--- src/rtl/uart_tx_arbiter_if.sv ---
// Byte handshake bundle shared by the requesters, the round-robin arbiter and uart_tx.
// The arbiter takes the slave view; the requester/transmitter side takes the master view.
interface uart_tx_arbiter_if #(
  parameter int NUM_REQ = 4
);
  logic [NUM_REQ-1:0]   req_valid;
  logic [8*NUM_REQ-1:0] req_data;
  logic [NUM_REQ-1:0]   req_last;
  logic [NUM_REQ-1:0]   req_ready;
  logic                 tx_valid;
  logic [7:0]           tx_data;
  logic                 tx_ready;

  modport master (
    output req_valid, req_data, req_last, tx_ready,
    input  req_ready, tx_valid, tx_data
  );

  modport slave (
    input  req_valid, req_data, req_last, tx_ready,
    output req_ready, tx_valid, tx_data
  );
endinterface

--- src/rtl/uart_tx_arbiter.sv ---
// Round-robin sharing of one uart_tx byte transmitter between NUM_REQ message sources.
// A grant lasts a whole message (last byte or MAX_BYTES), optionally followed by an idle gap.
module uart_tx_arbiter #(
  parameter int  NUM_REQ    = 4,
  parameter int  MAX_BYTES  = 64,
  parameter int  GAP_CYCLES = 0,
  localparam int GID_W      = $clog2(NUM_REQ)
) (
  input  logic             clk,
  input  logic             rst,
  uart_tx_arbiter_if.slave bus,
  output logic             busy,
  output logic [GID_W-1:0] grant_id,
  output logic             msg_done
);

  localparam int               GAP_W    = (GAP_CYCLES > 0) ? $clog2(GAP_CYCLES + 1) : 1;
  localparam logic [GAP_W-1:0] GAP_LAST = GAP_W'((GAP_CYCLES > 0) ? GAP_CYCLES - 1 : 0);
  localparam logic [7:0]       MAX_B    = 8'(MAX_BYTES);
  localparam logic [GID_W-1:0] LAST_ID  = GID_W'(NUM_REQ - 1);

  typedef enum logic [1:0] {
    IDLE  = 2'd0,
    GRANT = 2'd1,
    GAP   = 2'd2
  } state_t;

  state_t           state_q, state_d;
  logic [GID_W-1:0] rr_ptr_q, rr_ptr_d;
  logic [GID_W-1:0] grant_id_q, grant_id_d;
  logic [7:0]       byte_cnt_q, byte_cnt_d;
  logic [GAP_W-1:0] gap_cnt_q, gap_cnt_d;
  logic             busy_q, busy_d;
  logic             msg_done_q, msg_done_d;

  logic [NUM_REQ-1:0] req_ready_c;
  logic               tx_valid_c;
  logic [7:0]         tx_data_c;
  logic               last_sel;
  logic               xfer;
  logic [GID_W:0]     cand;
  logic [GID_W-1:0]   winner;
  logic               winner_ok;
  logic [GID_W-1:0]   next_ptr;

  // Only the granted requester is routed; tx_ready feeds req_ready but never tx_valid.
  always_comb begin
    req_ready_c = '0;
    tx_valid_c  = 1'b0;
    tx_data_c   = '0;
    last_sel    = 1'b0;
    if (state_q == GRANT) begin
      for (int i = 0; i < NUM_REQ; i++) begin
        if (grant_id_q == GID_W'(i)) begin
          tx_valid_c     = bus.req_valid[i];
          tx_data_c      = bus.req_data[8*i +: 8];
          last_sel       = bus.req_last[i];
          req_ready_c[i] = bus.tx_ready;
        end
      end
    end
  end

  assign bus.req_ready = req_ready_c;
  assign bus.tx_valid  = tx_valid_c;
  assign bus.tx_data   = tx_data_c;
  assign xfer          = tx_valid_c && bus.tx_ready;

  // Walk offsets from high to low so the smallest offset from rr_ptr wins.
  always_comb begin
    cand      = '0;
    winner    = '0;
    winner_ok = 1'b0;
    for (int k = NUM_REQ - 1; k >= 0; k--) begin
      cand = {1'b0, rr_ptr_q} + (GID_W+1)'(k);
      if (cand >= (GID_W+1)'(NUM_REQ)) begin
        cand = cand - (GID_W+1)'(NUM_REQ);
      end
      if (bus.req_valid[cand[GID_W-1:0]]) begin
        winner    = cand[GID_W-1:0];
        winner_ok = 1'b1;
      end
    end
  end

  assign next_ptr = (grant_id_q == LAST_ID) ? '0 : grant_id_q + GID_W'(1);

  always_comb begin
    state_d    = state_q;
    rr_ptr_d   = rr_ptr_q;
    grant_id_d = grant_id_q;
    byte_cnt_d = byte_cnt_q;
    gap_cnt_d  = gap_cnt_q;
    msg_done_d = 1'b0;
    case (state_q)
      IDLE: begin
        if (winner_ok) begin
          grant_id_d = winner;
          byte_cnt_d = '0;
          state_d    = GRANT;
        end
      end
      GRANT: begin
        if (xfer) begin
          byte_cnt_d = byte_cnt_q + 8'd1;
          // A last byte that also hits the byte limit is still a single release.
          if (last_sel || (byte_cnt_q + 8'd1 == MAX_B)) begin
            rr_ptr_d   = next_ptr;
            msg_done_d = 1'b1;
            gap_cnt_d  = '0;
            state_d    = (GAP_CYCLES > 0) ? GAP : IDLE;
          end
        end
      end
      GAP: begin
        if (gap_cnt_q == GAP_LAST) begin
          state_d = IDLE;
        end else begin
          gap_cnt_d = gap_cnt_q + GAP_W'(1);
        end
      end
      default: state_d = IDLE;
    endcase
    busy_d = (state_d != IDLE);
  end

  always_ff @(posedge clk) begin
    if (rst) begin
      state_q    <= IDLE;
      rr_ptr_q   <= '0;
      grant_id_q <= '0;
      byte_cnt_q <= '0;
      gap_cnt_q  <= '0;
      busy_q     <= 1'b0;
      msg_done_q <= 1'b0;
    end else begin
      state_q    <= state_d;
      rr_ptr_q   <= rr_ptr_d;
      grant_id_q <= grant_id_d;
      byte_cnt_q <= byte_cnt_d;
      gap_cnt_q  <= gap_cnt_d;
      busy_q     <= busy_d;
      msg_done_q <= msg_done_d;
    end
  end

  assign busy     = busy_q;
  assign grant_id = grant_id_q;
  assign msg_done = msg_done_q;

endmodule

--- src/flat_wrapper.sv ---
// flat-port wrapper written by rule: the top's interface ports become plain ports
module uart_tx_arbiter_flat 
#(
  parameter int  NUM_REQ    = 4,
  parameter int  MAX_BYTES  = 64,
  parameter int  GAP_CYCLES = 0,
  localparam int GID_W      = $clog2(NUM_REQ)
)
  (clk, rst, busy, grant_id, msg_done, bus_req_valid, bus_req_data, bus_req_last, bus_tx_ready, bus_req_ready, bus_tx_valid, bus_tx_data);
  uart_tx_arbiter_if #(.NUM_REQ(NUM_REQ)) bus_i ();
  input  logic clk;
  input  logic rst;
  output logic busy;
  output logic [GID_W-1:0] grant_id;
  output logic msg_done;
  input wire logic [$bits(bus_i.req_valid)-1:0] bus_req_valid;
  input wire logic [$bits(bus_i.req_data)-1:0] bus_req_data;
  input wire logic [$bits(bus_i.req_last)-1:0] bus_req_last;
  input wire logic [$bits(bus_i.tx_ready)-1:0] bus_tx_ready;
  output wire logic [$bits(bus_i.req_ready)-1:0] bus_req_ready;
  output wire logic [$bits(bus_i.tx_valid)-1:0] bus_tx_valid;
  output wire logic [$bits(bus_i.tx_data)-1:0] bus_tx_data;
  assign bus_i.req_valid = bus_req_valid;
  assign bus_i.req_data = bus_req_data;
  assign bus_i.req_last = bus_req_last;
  assign bus_i.tx_ready = bus_tx_ready;
  assign bus_req_ready = bus_i.req_ready;
  assign bus_tx_valid = bus_i.tx_valid;
  assign bus_tx_data = bus_i.tx_data;
  uart_tx_arbiter #(.NUM_REQ(NUM_REQ), .MAX_BYTES(MAX_BYTES), .GAP_CYCLES(GAP_CYCLES)) u_core (.clk(clk), .rst(rst), .bus(bus_i), .busy(busy), .grant_id(grant_id), .msg_done(msg_done));
endmodule
--- config.mk ---
export PLATFORM = sky130hd
export DESIGN_NAME = uart_tx_arbiter_flat
export DESIGN_NICKNAME = d
export VERILOG_FILES = /design/src/rtl/uart_tx_arbiter_if.sv /design/src/rtl/uart_tx_arbiter.sv /design/src/flat_wrapper.sv
export SDC_FILE = /design/constraint.sdc
export NUM_CORES = 1
export LEC_CHECK = 0
export ABC_AREA = 0
export BUFFER_PORTS_ARGS = -buffer_cell sky130_fd_sc_hd__buf_4
export CAP_MARGIN = 10
export CORE_MARGIN = 4
export CORE_UTILIZATION = 45
export DETAILED_ROUTE_END_ITERATION = 6
export PLACE_DENSITY = 0.84
export RECOVER_POWER = 50
export SLEW_MARGIN = 20
export SYNTH_ARGS = -nofsm -noshare
export SYNTH_HDL_FRONTEND = slang
export SYNTH_SLANG_ARGS = --single-unit
--- constraint.sdc ---
create_clock -name clk -period 5.6 [get_ports clk]
set_clock_uncertainty 0.1 [all_clocks]
set_input_delay 0.56 -clock clk [delete_from_list [all_inputs] [get_ports clk]]
set_output_delay 0.56 -clock clk [all_outputs]
set_load 0.01 [all_outputs]
---- Word level (Yosys, flattened, before mapping) ----
Index checks and enable logic that the tools add are counted.
cells by class
  bitwise operators ....................... 2
  magnitude comparators ................... 8
  muxes and demuxes ....................... 54
  reductions and logical operators ........ 12
  equal/unequal tests ..................... 9
  add/sub/neg operators ................... 10
operator list
  cell                   number
  $mux W8                7
  $mux W1                26
  $mux W2                13
  $pmux W8 S2            1
  $lt A2 B3 Y1 const B   4
  $ge A3 B3 Y1 const B   3
  $reduce_and A3 Y1      3
  $add A8 B1 Y8 const B  1
  $bmux W1 S2            4
  $eq A8 B7 Y1 const B   1
  $sub A2 B1 Y2 const B  4
  $add A2 B2 Y3 const B  2
  $eq A2 B2 Y1 const B   3
  $pmux W2 S3            1
  $reduce_bool A2 Y1     3
  $eq A2 B1 Y1 const B   2
  $logic_not A2 Y1       2
  $mux W4                1
  $ne A2 B1 Y1 const B   2
  $add A2 B1 Y3 const B  1
  $ge A2 B3 Y1 const B   1
  $reduce_or A3 Y1       1
  $add A2 B1 Y2 const B  1
  $ne A2 B2 Y1 const B   1
  other kinds (6)        7
storage, ports and cells
  word-level logic and storage cells ...... 102
  register bits after elaboration ......... 17

---- Longest topological paths before layout ----
Gate-level depths: netlist of run 1.
  depth in word-level cells ............... 12
  mapped depth ............................ 10
  mapped depth without buffers ............ 8

---- Worst setup path before layout of run 1 ----
No wires, ideal clock.
  path kind ............................... register to output
  start point ............................. register u_core.grant_id_q[0], in the netlist u_core.grant_id[0]
  end point ............................... output port bus_tx_data[6]
  data arrival time ....................... 1.591 ns
  path slack .............................. 3.349 ns
  cell stages (with the launch flop) ...... 9
  cell sequence ........................... dfxtp_1 -> inv_1 -> ha_1 -> buf_2 -> clkbuf_1 -> nor2b_1 -> nor3_1 -> a21oi_1 -> nor2_1
between the ends
  word-level cells in the longest chain between the ends .. 6
RTL lines
  item                      line                    text
  start: declaration        uart_tx_arbiter.sv:30   logic [GID_W-1:0] grant_id_q, grant_id_d;
  start signal: assignment  uart_tx_arbiter.sv:139  grant_id_q <= grant_id_d;
  $logic_not A2 Y1          uart_tx_arbiter.sv:54   if (grant_id_q == GID_W'(i)) begin
  $mux W8 (3 in series)     uart_tx_arbiter.sv:54
  $mux W8 (*)               uart_tx_arbiter.sv:54
  $mux W8 (*)               uart_tx_arbiter.sv:52   if (state_q == GRANT) begin
  end: declaration          flat_wrapper.sv:22      output wire logic [$bits(bus_i.tx_data)-1:0] bus_tx_data;
Mark *: on every way between the ends. The rest lies on a longest branch, timed or not.

---- Worst setup path in the final report of run 1 ----
  start point ............................. register u_core.grant_id_q[1], in the netlist u_core.grant_id[1]
  end point ............................... output port bus_tx_data[7]
Same word-level chain as after synthesis.

==> results of run 1 <==
[layer usage]
metal	vias up	GRT usage (%)	wire length, µm
li1	730	-	-
met3	8	3.93	227
met5	-	0	0
met4	0	6.06	57
met2	37	34.4	1860
met1	639	25.7	1520
[report_power, final]
part	switching (mW)	total, mW	internal (mW)	leakage [nW]
Clock	0.0370	0.0766	0.0396	0.0210
Combinational	0.0377	0.0791	0.0414	0.589
Sequential	0.00272	0.119	0.116	0.130
Total	0.0774	0.275	0.197	0.740
[final timing paths]
check | end | slack [ns] | cells past startpoint
worst max-delay path | bus_tx_data[7] | 2.57 | 8
worst min-delay path | u_core.byte_cnt_q[6]$_SDFFE_PP0P_ | 0.42 | 2
worst max register to register | u_core.byte_cnt_q[1]$_SDFFE_PP0P_ | 2.91 | 8
worst min register to register | u_core.byte_cnt_q[6]$_SDFFE_PP0P_ | 0.42 | 2
[critical path, cell delays in order, from the launching register on]
cell      delay (ns)
dfxtp_1         0.41
inv_1           0.09
ha_1            0.36
nor2b_1         0.54
a221oi_1        0.16
nor3_1          0.22
a21oi_1         0.06
nor2_1          0.12
buf_4           0.13
[synth_stat cells (2+ instances only)]
library cell  instances
a21oi_1              22
nor2_1               18
dfxtp_1              16
nor2b_1              12
nor3_1               10
a221oi_1              9
nand2_1               8
inv_1                 6
and3_1                5
ha_1                  5
o21ai_0               5
clkbuf_1              4
nand3b_1              4
and2_1                3
o22ai_1               3
buf_2                 2
buf_4                 2
mux2i_1               2
nand3_1               2
nand3_2               2
nand4_1               2
o211a_1               2
or3_1                 2
[final cells by class]
class	count	area share (%)
Timing Repair Buffer	59	23.8
Inverter	6	1.31
Tap cell	31	2.26
Sequential cell	16	18.7
Multi-Input combinational cell	140	51.8
Clock buffer	4	2.11
[through the flow]
step	power [mW]	setup slack, ns
finish	0.275	2.57
global route	0.292	2.39
CTS	0.281	2.58
detailed placement	0.203	2.91
global placement	0.202	2.95
floorplan	0.166	3.35
[registers in the layout, summed over array words and instances (netlist names)]
register,flops
u_core.busy,1
u_core.byte_cnt_q,8
u_core.rr_ptr_q,2
u_core.state_q,2
u_core.msg_done,1
u_core.grant_id,2
[cell families (layout without fill, tap and decap cells)]
logic type	count (synthesis)	after routing	synth area share (%)
AOI/OAI and AO/OA	49	49	25.3
DFF	16	16	24.6
xor gates and xnor gates	3	3	2.59
and+or+nand+nor	80	80	35.8
buffers and inverters	15	69	5.09
adders and majority gates	5	5	4.80
other	1	1	0.288
muxes	2	2	1.54
==> metrics, run 1 <==
status=finished clean; count of different cell masters after synthesis=48; Synth Instances=roughly 170; antenna violations before repair=0; post-CTS sizing=0; Final period util=54.1%; Clock Sinks=16; CTS H-tree depth=1; Final Critical Period=3.03 ns; Tightest Hold Check Type=flip-flop to flip-flop; Finished Core Util=between 60 and 70%; HPWL after DPL=about 2.8 mm; Post-synth top flop=dfxtp_1; most common cell after layout, fill and taps aside=buf_4; post-synthesis register bit count=16; Post-Layout Cell Count=256; Final nets=between 200 and 300; Startpoint Class=flip-flop; final design area excluding fillers=0.00172 mm²; Worst R2R Start=u_core.grant_id[0]$_SDFFE_PP0P_; Final Max Slew Viols=0; Vias per Instance=between 5 and 6; Tightest Pin Transition=0.864 ns; RD Place Congestion=roughly 0.8; worst hold slack=around 0.42 ns; synth top area cells=dfxtp_1 (25%), a21oi_1 (8.4%), a221oi_1 (6.0%); hold_sp=u_core.byte_cnt_q[6]$_SDFFE_PP0P_; area of the die=between 0.003 and 0.004 mm²; # diodes=0; peak supply drop=between 0.15 and 0.2 mV; layout cells sized above 1=28.4%; YS warnings=0; Rows=19; cts bufs inserted=3; TNS Setup=0 ns; Final Hold Viols=0; Total Routing Usage GR=20.2%; post-CTS setup buffer count=0; DRT Wirelength=roughly 3.7 mm; EDFF count, synth=0; most frequent cells in the layout=buf_4 (50), a21oi_1 (22), nor2_1 (18); cell taking the most area after synthesis=dfxtp_1; Port-buffer cells=59; Crit. Startpoint=u_core.grant_id[1]$_SDFFE_PP0P_; largest net degree at the start of global routing=24; final setup vio count=0; Syn Area/Cell=7.62 µm²; slew margin rel.=42.1%; first-pass GRT wire length=5.78 mm; WP data arrival=2.37 ns; Die W=61.8 µm; Clock Latency Late Sink=0.29 ns; P_leak=0.740 nW; MaxCap Viol Count=0; critical path class=flip-flop to primary output; post-detailed-route wirelength per cell=about 14 µm; io pins=60; asr flop ratio synth=0%; Antenna Nets Post-Route=0; Root Driver=clkbuf_4; WP data required=4.94 ns; Area after DPL=0.00174 mm²; TritonRoute pass-1 iters=4; gr ovfl total=0; Detailed Route Iter0 Violations=59; CORE AREA=between 0.002 and 0.003 mm²; # hold bufs at CTS=0; area taken by multi-input logic gates=890 µm²; Clock transition at path regs=roughly 0.10 ns; Initial Util=approximately 47%; cell area power density=160 mW/mm²; TritonCTS clock tree=done; DRC Markers=0; Synth Net Count=219; # fillers=259; mapped cell area=0.00130 mm²; Max Fanout on Critical Path=14; clk buf depth=2; Setup crit end kind=primary output; Placed Instances=252; vias in the first global route=1288; RSZ-0062 raised after global routing=false; share of the synthesized area in the top cell type=between 20 and 25%; Seq. cell area=around 320 µm²; die height=~62 µm; max frequency=330 MHz; via count=1414; Area Growth Syn to Fin=31.7%; sequential cell area fraction in the yosys report=24.6%
Power figures use the tool's default switching activity.
==> run 2: changes to the inputs <==
--- a/config.mk
+++ b/config.mk
@@ -9,9 +9,9 @@
 export BUFFER_PORTS_ARGS = -buffer_cell sky130_fd_sc_hd__buf_4
 export CAP_MARGIN = 10
 export CORE_MARGIN = 4
-export CORE_UTILIZATION = 45
+export CORE_UTILIZATION = 42
 export DETAILED_ROUTE_END_ITERATION = 6
-export PLACE_DENSITY = 0.84
+export PLACE_DENSITY = 0.83
 export RECOVER_POWER = 50
 export SLEW_MARGIN = 20
 export SYNTH_ARGS = -nofsm -noshare
==> constraint.sdc (replaced) <==
create_clock -name clk -period 2.5 [get_ports clk]
set_clock_uncertainty 0.1 [all_clocks]
set_input_delay 0.25 -clock clk [delete_from_list [all_inputs] [get_ports clk]]
set_output_delay 0.25 -clock clk [all_outputs]
set_load 0.01 [all_outputs]
==> run 2 against run 1 <==
Power increased by 130%. Via count is 1.6% higher. Sequential power increased by 130%. Sequential share of layout area shrank 0.64 points. First-iteration DRC count shrank 20%. Core utilization grew 0.29 points. Register-to-register slack got worse by 2.6 ns. Highest routed layer unchanged.
==> metrics, run 2 (synthesized netlist as in run 1, its figures left out) <==
status=finished clean; Final Hold Viols=0; TritonCTS clock tree=done; clk buf depth=2; # diodes=0; max reg flops=8; final design area excluding fillers=0.00178 mm²; HPWL after DPL=around 2.8 mm; cell area power density=roughly 350 mW/mm²; Clock Latency Late Sink=0.29 ns; Clock Sinks=16; cts bufs inserted=3; Final period util=91.6%; Antenna Nets Post-Route=0; antenna violations before repair=0; WP data arrival=1.94 ns; Cell Int Power=0.450 mW; clock network power share=between 20% and 30%; most frequent cells in the layout=buf_4 (58), a21oi_1 (22), nor2_1 (18); Area after DPL=0.00178 mm²; hold_sp=rst; slew margin rel.=around 53%; CTS H-tree depth=1; largest net degree at the start of global routing=16; area of the die=between 0.004 and 0.005 mm²; max frequency=437 MHz; gr ovfl total=0; Crit. Startpoint=u_core.grant_id[0]$_SDFFE_PP0P_; Detailed Route Iter0 Violations=47; Max Fanout on Critical Path=11; Post-Layout Cell Count=261; P_leak=a little under 0.8 nW; setup slack, reg-to-reg=about 0.30 ns; Rows=19; Tightest Hold Check Type=input port to flip-flop; vias in the first global route=around 1300; Worst R2R Start=u_core.grant_id[1]$_SDFFE_PP0P_; first-pass GRT wire length=6.02 mm; Final nets=279; Vias per Instance=5.50; Die W=63.7 µm; final setup vio count=0; DRT Wirelength=between 3 and 4 mm; DRC Markers=0; Worst path top cell family by delay=buffers and inverters; most common cell after layout, fill and taps aside=buf_4; Sw Ratio=approximately 28%; RD Place Congestion=about 0.88; Cell Chain, Critical Path=inv_1 -> ha_1 -> buf_4 -> a221oi_1 -> nor3_1 -> a21oi_1 -> nor2_1 -> buf_4; Crit path buffers/inverters=3; Final Max Slew Viols=0; post-CTS sizing=0; Clock transition at path regs=0.10 ns; Tightest Pin Transition=slightly above 0.7 ns; MaxCap Viol Count=0; CP dominant cell by count=buf_4; TritonRoute pass-1 iters=4; Port-buffer cells=59; Total Routing Usage GR=around 18%; RSZ-0062 raised after global routing=false; Final Critical Period=between 2 and 2.5 ns; # hold bufs at CTS=0; post-CTS setup buffer count=0; layout cells sized above 1=about 33%; CORE AREA=0.00285 mm²; Setup crit end kind=primary output; Root Driver=clkbuf_4; Comb pwr share=roughly 30%; critical path class=flip-flop to primary output; Startpoint Class=flip-flop; CP max-delay cell=dfxtp_2; post-detailed-route wirelength per cell=13.9 µm; via count=1436; Initial Util=about 46%; io pins=60; share of power burned in registers=42.6%; CP peak stage delay=0.41 ns; Area Growth Syn to Fin=36.9%; Placed Instances=257; WP data required=2.15 ns; TNS Setup=0 ns; peak supply drop=0.313 mV; Top reg by flops=u_core.byte_cnt_q; net switching power=0.179 mW; die height=63.7 µm
## run 2: layout make-up
type / count / area, µm²
Multi-Input combinational cell: 140 / 907
Sequential cell: 16 / 322
Tap cell: 31 / 38.8
Fill cell: 288 / 1070
Inverter: 6 / 22.5
Clock buffer: 4 / 36.3
Timing Repair Buffer: 64 / 458
## run 2: path summary, 6_finish.rpt
| path | endpoint | cells after the start |
|---|---|---|
| setup / recovery | bus_tx_data[2] | 8 |
| setup reg to reg | u_core.state_q[0]$_SDFF_PP0_ | 7 |
| hold / removal | u_core.byte_cnt_q[4]$_SDFFE_PP0P_ | 2 |
| hold reg to reg | u_core.byte_cnt_q[6]$_SDFFE_PP0P_ | 2 |
## run 2: through the flow
stage	worst slack [ns]	hold slack (ns)	power [mW]	util, %
2_1_floorplan	0.559	0.219	0.371	-
3_3_place_gp	0.394	0.402	0.458	62.4
3_5_place_dp	0.339	0.400	0.460	62.4
4_1_cts	0.00371	0.141	0.634	63.6
5_1_grt	0.00899	0.147	0.667	62.5
6_report	0.210	0.151	0.628	62.5
## run 2: metal layers
metal / GRT usage, % / wire length, µm
met3: 5.33 / 305
met1: 23.4 / 1620
met4: 5.66 / 21
met2: 28.7 / 1690
met5: 0 / 0
## run 2: worst register-to-register path: stages (launching register included)
cell      delay, ns
dfxtp_1        0.41
ha_1           0.27
clkbuf_1       0.34
a221oi_1       0.10
o21a_1         0.20
a41oi_1        0.29
nand2b_1       0.26
o211a_1        0.17
## run 2: power by group through the flow
| stage | logic, mW | clock network, mW | registers (mW) |
|---|---|---|---|
| 3_3_place_gp | 0.185 | 0 | 0.273 |
| 4_1_cts | 0.187 | 0.180 | 0.268 |
| 6_report | 0.185 | 0.175 | 0.268 |
| 2_1_floorplan | 0.0968 | 0 | 0.274 |
| 5_1_grt | 0.206 | 0.192 | 0.269 |
| 3_5_place_dp | 0.186 | 0 | 0.274 |
